[src/rtl/hc595_ctrl.sv]
// Serial driver for a chain of 74HC595 shift registers.
// Shifts a frame out MSB first, then pulses rck, or clears the chain via sclr_n.
//
// state  | meaning
// IDLE   | waiting for a frame or clear request; ready=1
// SCK_LO | sck low phase, si holds the current bit
// SCK_HI | sck high phase, device samples si on the rising edge
// CLEAR  | sclr_n held low for one phase
// RCK_LO | rck low phase before the latch pulse
// RCK_HI | rck high phase; done pulses on exit
module hc595_ctrl #(
  parameter int WIDTH = 8,
  parameter int DIV   = 4
) (
  input  logic             clk,
  input  logic             rst,
  input  logic [WIDTH-1:0] data,
  input  logic             valid,
  output logic             ready,
  input  logic             clr,
  input  logic             oe,
  output logic             done,
  output logic             si,
  output logic             sck,
  output logic             rck,
  output logic             sclr_n,
  output logic             g_n
);

  localparam int BW = $clog2(WIDTH);
  localparam int DW = (DIV > 1) ? $clog2(DIV) : 1;
  localparam logic [BW-1:0] BIT_LAST = BW'(WIDTH - 1);
  localparam logic [DW-1:0] DIV_LAST = DW'(DIV - 1);

  typedef enum logic [2:0] {
    IDLE   = 3'd0,
    SCK_LO = 3'd1,
    SCK_HI = 3'd2,
    CLEAR  = 3'd3,
    RCK_LO = 3'd4,
    RCK_HI = 3'd5
  } state_t;

  state_t           state, state_nxt;
  logic [WIDTH-1:0] shreg, shreg_nxt;
  logic [BW-1:0]    bit_cnt, bit_cnt_nxt;
  logic [DW-1:0]    div_cnt;
  logic             phase_end;
  logic             si_nxt, sck_nxt, rck_nxt, sclr_n_nxt, done_nxt;

  assign phase_end = (div_cnt == DIV_LAST);
  assign ready     = (state == IDLE);

  always_comb begin
    state_nxt   = state;
    shreg_nxt   = shreg;
    bit_cnt_nxt = bit_cnt;
    si_nxt      = si;
    sck_nxt     = sck;
    rck_nxt     = rck;
    sclr_n_nxt  = sclr_n;
    done_nxt    = 1'b0;

    case (state)
      IDLE: begin
        sck_nxt    = 1'b0;
        rck_nxt    = 1'b0;
        sclr_n_nxt = 1'b1;
        // clr wins over valid; the frame is simply not taken
        if (clr) begin
          sclr_n_nxt = 1'b0;
          state_nxt  = CLEAR;
        end else if (valid) begin
          shreg_nxt   = data;
          si_nxt      = data[WIDTH-1];
          bit_cnt_nxt = '0;
          state_nxt   = SCK_LO;
        end
      end

      SCK_LO: begin
        if (phase_end) begin
          sck_nxt   = 1'b1;
          state_nxt = SCK_HI;
        end
      end

      SCK_HI: begin
        if (phase_end) begin
          sck_nxt = 1'b0;
          if (bit_cnt == BIT_LAST) begin
            state_nxt = RCK_LO;
          end else begin
            // si moves only on the sck falling edge
            bit_cnt_nxt = bit_cnt + 1'b1;
            shreg_nxt   = shreg << 1;
            si_nxt      = shreg_nxt[WIDTH-1];
            state_nxt   = SCK_LO;
          end
        end
      end

      CLEAR: begin
        sclr_n_nxt = 1'b0;
        if (phase_end) begin
          sclr_n_nxt = 1'b1;
          state_nxt  = RCK_LO;
        end
      end

      RCK_LO: begin
        if (phase_end) begin
          rck_nxt   = 1'b1;
          state_nxt = RCK_HI;
        end
      end

      RCK_HI: begin
        if (phase_end) begin
          rck_nxt   = 1'b0;
          done_nxt  = 1'b1;
          state_nxt = IDLE;
        end
      end

      default: begin
        state_nxt = IDLE;
      end
    endcase
  end

  always_ff @(posedge clk) begin
    if (rst) begin
      state   <= IDLE;
      shreg   <= '0;
      bit_cnt <= '0;
      si      <= 1'b0;
      sck     <= 1'b0;
      rck     <= 1'b0;
      sclr_n  <= 1'b1;
      done    <= 1'b0;
    end else begin
      state   <= state_nxt;
      shreg   <= shreg_nxt;
      bit_cnt <= bit_cnt_nxt;
      si      <= si_nxt;
      sck     <= sck_nxt;
      rck     <= rck_nxt;
      sclr_n  <= sclr_n_nxt;
      done    <= done_nxt;
    end
  end

  // Phase timer restarts on every state change and idles at zero
  always_ff @(posedge clk) begin
    if (rst) begin
      div_cnt <= '0;
    end else if ((state_nxt != state) || (state_nxt == IDLE)) begin
      div_cnt <= '0;
    end else begin
      div_cnt <= div_cnt + 1'b1;
    end
  end

  always_ff @(posedge clk) begin
    if (rst) begin
      g_n <= 1'b1;
    end else begin
      g_n <= ~oe;
    end
  end

endmodule

[config.mk]
export PLATFORM = sky130hd
export DESIGN_NAME = hc595_ctrl
export DESIGN_NICKNAME = d
export VERILOG_FILES = /design/src/rtl/hc595_ctrl.sv
export SDC_FILE = /design/constraint.sdc
export NUM_CORES = 1
export LEC_CHECK = 0
export CAP_MARGIN = 10
export CELL_PAD_IN_SITES_DETAIL_PLACEMENT = 0
export CELL_PAD_IN_SITES_GLOBAL_PLACEMENT = 1
export CORE_MARGIN = 10
export CORE_UTILIZATION = 35
export DETAILED_ROUTE_END_ITERATION = 7
export PLACE_DENSITY_LB_ADDON = 0.05
export RECOVER_POWER = 50
export SLEW_MARGIN = 5
export SYNTH_ARGS = -nofsm -noshare
export SYNTH_HDL_FRONTEND = slang
export SYNTH_SLANG_ARGS = --single-unit
[constraint.sdc]
create_clock -name clk -period 1.5 [get_ports clk]
set_input_delay 0.3 -clock clk [delete_from_list [all_inputs] [get_ports clk]]
set_output_delay 0.3 -clock clk [all_outputs]
set_load 0.02 [all_outputs]
==> flow_summary.yaml <==
finish:
  fill_cells: 314
  drive_gt1_share_pct: 24.48
  nets: 161
  final_cell_mix: "dfxtp_1, buf_4, clkdlybuf4s50_1"
  num_antenna_cells: 0
  final_common_cell: "dfxtp_1"
  syn2layout_area_growth_pct: 36.77
  final_cells: 187
clock_tree:
  clock_sinks: 21
  clock_path_buffers: 2
  clk_pin_slew_worst_paths_ns: 0.12
  htree_num_levels: 1
  cts_buffers: 3
  holdBufCountCts: 0
  clk_latency_ns: 0.31
  cts_tree: "done"
  root_buffer: "clkbuf_4"
grt:
  antenna_found_initial: 0
  grt_pass1_wl_mm: 4.374
  grt_max_degree: 15
  first_global_vias: 934
  grt_util_all_layers_pct: 9.864
  grt.overflow.total: 0
floorplanning:
  core.rowCount: 20
  coreArea_um2: 3028
  die-width_um: 75.87
  die_y_um: 75.87
  dieArea_um2: 5756
  start_util_pct: 36.07
  ios: 20
timing:
  setup_ws_ns: 0.05470
  drv_slew: 0
  worst_pin_slew_ns: 0.3195
  finalSetupViolations: 0
  fin_crit_ns: 1.445
  period_share_pct: 96.35
  hold_violations: 0
  max_freq_ghz: 0.6919
  clock-skew-final_ns: 0.007428
  relSlewSlack_pct: 78.43
  rsz0062_at_grt: "yes"
worst_setup_path:
  ff2ff_path_depth: 5
  critPathCaptureType: "flip-flop"
  cp_common_cell: "ha_4"
  worstPathMaxFanout: 5
  arrival_ns: 1.66
  r2r-end: "bit_cnt[2]"
  crit_chain: "ha_4 -> ha_4 -> and3b_4 -> o21ai_4 -> a32o_1"
  cpMaxStageDelayCell: "dfxtp_2"
  rrSetupSlack_ns: 0.05
  cp-start-kind: "flip-flop"
  slowest_delay_ns: 0.36
  crit_type: "reg -> reg"
  reg2reg_from: "bit_cnt[0]"
  worstPathRequired_ns: 1.72
place:
  io_buffers: 19
  hpwlAfterDp_mm: 1.946
  place_ws_ns: -0.1050
  dp.cells: 181
  gp_congestion: 0.7057
synthesis:
  synth-seq-cells: 21
  synth.avg_cell_area_um2: 9.841
  async_reset_ff_share_pct: 0
  syn_area_um2: 1092
  synth_flop_cell: "dfxtp_1"
  synthesis.yosys.warnings: 0
  synth_cell_types: 36
  synth_nets: 128
  ys_seq_area_share_pct: 38.49
  synthCells: 111
  synth_edf_count: 0
run_status:
  outcome: "finished, final reports clean"
drt:
  drt_iter0_drc: 53
  dr_total_vias: 975
  via_per_inst: 5.214
  routed_wl_mm: 2.645
  postRouteAntennaNets: 0
  wl_per_cell_um: 14.14
  drt_pass1_iterations: 4
  drc: 0
worst_hold_path:
  hold_path_end: "g_n"
  hp-start: "oe"
  min_path_type: "in -> reg"
  min_path_cells: 2
power:
  power.leakage_nw: 0.6505
  power_density_nw_per_um2: 803.0
  ir_drop_mv: 0.5355
flow_run:
  cap_violations: 0
-- sequential cells by signal (all words and copies together) (netlist names) --
| name | count |
|---|---|
| bit_cnt | 3 |
| div_cnt | 2 |
| done | 1 |
| g_n | 1 |
| rck | 1 |
| sck | 1 |
| sclr_n | 1 |
| shreg | 7 |
| si | 1 |
| state | 3 |
-- area by class of cell --
type	instances	area, um2	share of cell area [%]
clock buffer	4	26.28	1.759
multi-input combinational	81	660.6	44.22
tap	44	55.05	3.685
inverter	1	3.754	0.2513
timing repair buffer	36	324.1	21.69
sequential	21	424.2	28.39
-- worst max-delay path by stage --
stage / start / end / depth (start not counted)
global route: state[0] / ready / 3
floorplan: bit_cnt[0] / bit_cnt[1] / 6
finish: bit_cnt[0] / bit_cnt[2] / 5
global placement: state[0] / ready / 3
detailed placement: clr / shreg[4] / 5
CTS: bit_cnt[0] / shreg[4] / 5
-- Yosys cell counts, types with 3 or more instances --
cell / n / area [um2]
o211ai_1: 8 / 60.06
clkbuf_1: 4 / 15.01
nor3_1: 3 / 15.01
nor2_1: 4 / 15.01
ha_1: 4 / 50.05
nor2b_1: 4 / 25.02
mux2i_1: 7 / 70.07
nand2_1: 4 / 15.01
buf_6: 3 / 33.78
dfxtp_1: 21 / 420.4
o211a_1: 7 / 70.07
a21oi_1: 6 / 30.03
nand3b_1: 4 / 30.03
o21ai_0: 3 / 15.01
-- through the flow --
step	TNS (ns)	util (%)	cell area, um2	hold WS, ns	total power, mW
global placement	-0.6740	46.69	1414	0.4484	0.9243
finish	0	49.34	1494	0.4681	1.200
global route	-0.001685	49.34	1494	0.4911	1.273
detailed placement	-0.9689	46.69	1414	0.4555	0.9269
CTS	0	48.26	1461	0.4673	1.210
floorplan	-0.01992	-	1095	0.3700	0.8060
-- metal layers --
| metal | routed length [um] | up-vias | track usage, % | share of wire, % |
|---|---|---|---|---|
| met2 | 1200 | 17 | 14.81 | 45 |
| li1 | - | 498 | - | - |
| met1 | 1276 | 458 | 13.25 | 48 |
| met4 | 19 | 0 | 2.474 | 0.72 |
| met3 | 149 | 2 | 3.125 | 5.6 |
| met5 | 0 | - | 0 | 0 |
-- cells by family (layout without fill, tap and decap cells) --
family | after synthesis | in the layout | synth area share, %
AO/OA/AOI/OAI | 36 | 36 | 25.43
AND/OR/NAND/NOR | 33 | 34 | 19.36
flip-flops | 21 | 21 | 38.49
buffers and inverters | 10 | 41 | 5.726
multiplexers | 7 | 7 | 6.415
adder cells (fa/ha/maj) | 4 | 4 | 4.582
-- power breakdown --
part | internal [mW] | leakage, nW | switching [mW] | total (mW)
clock | 0.104 | 0.0150 | 0.179 | 0.283
sequential | 0.592 | 0.173 | 0.0194 | 0.612
combinational | 0.161 | 0.463 | 0.144 | 0.305
total | 0.857 | 0.650 | 0.343 | 1.20
-- critical path: cells and delay by family (launching register included) --
family,cells,cell delay (ns)
AO/OA/AOI/OAI,2,0.32
AND/OR/NAND/NOR,1,0.35
flip-flops,1,0.36
adder cells (fa/ha/maj),2,0.33
-- repair_timing --
action,CTS,global route
gates resized for setup,16,6
setup buffers,0,1
pin swaps,0,4
endpoints found under the setup margin,18,13
gates cloned,1,0
hold endpoints to repair,0,0
No activity file was read; power rests on OpenSTA's default activity.
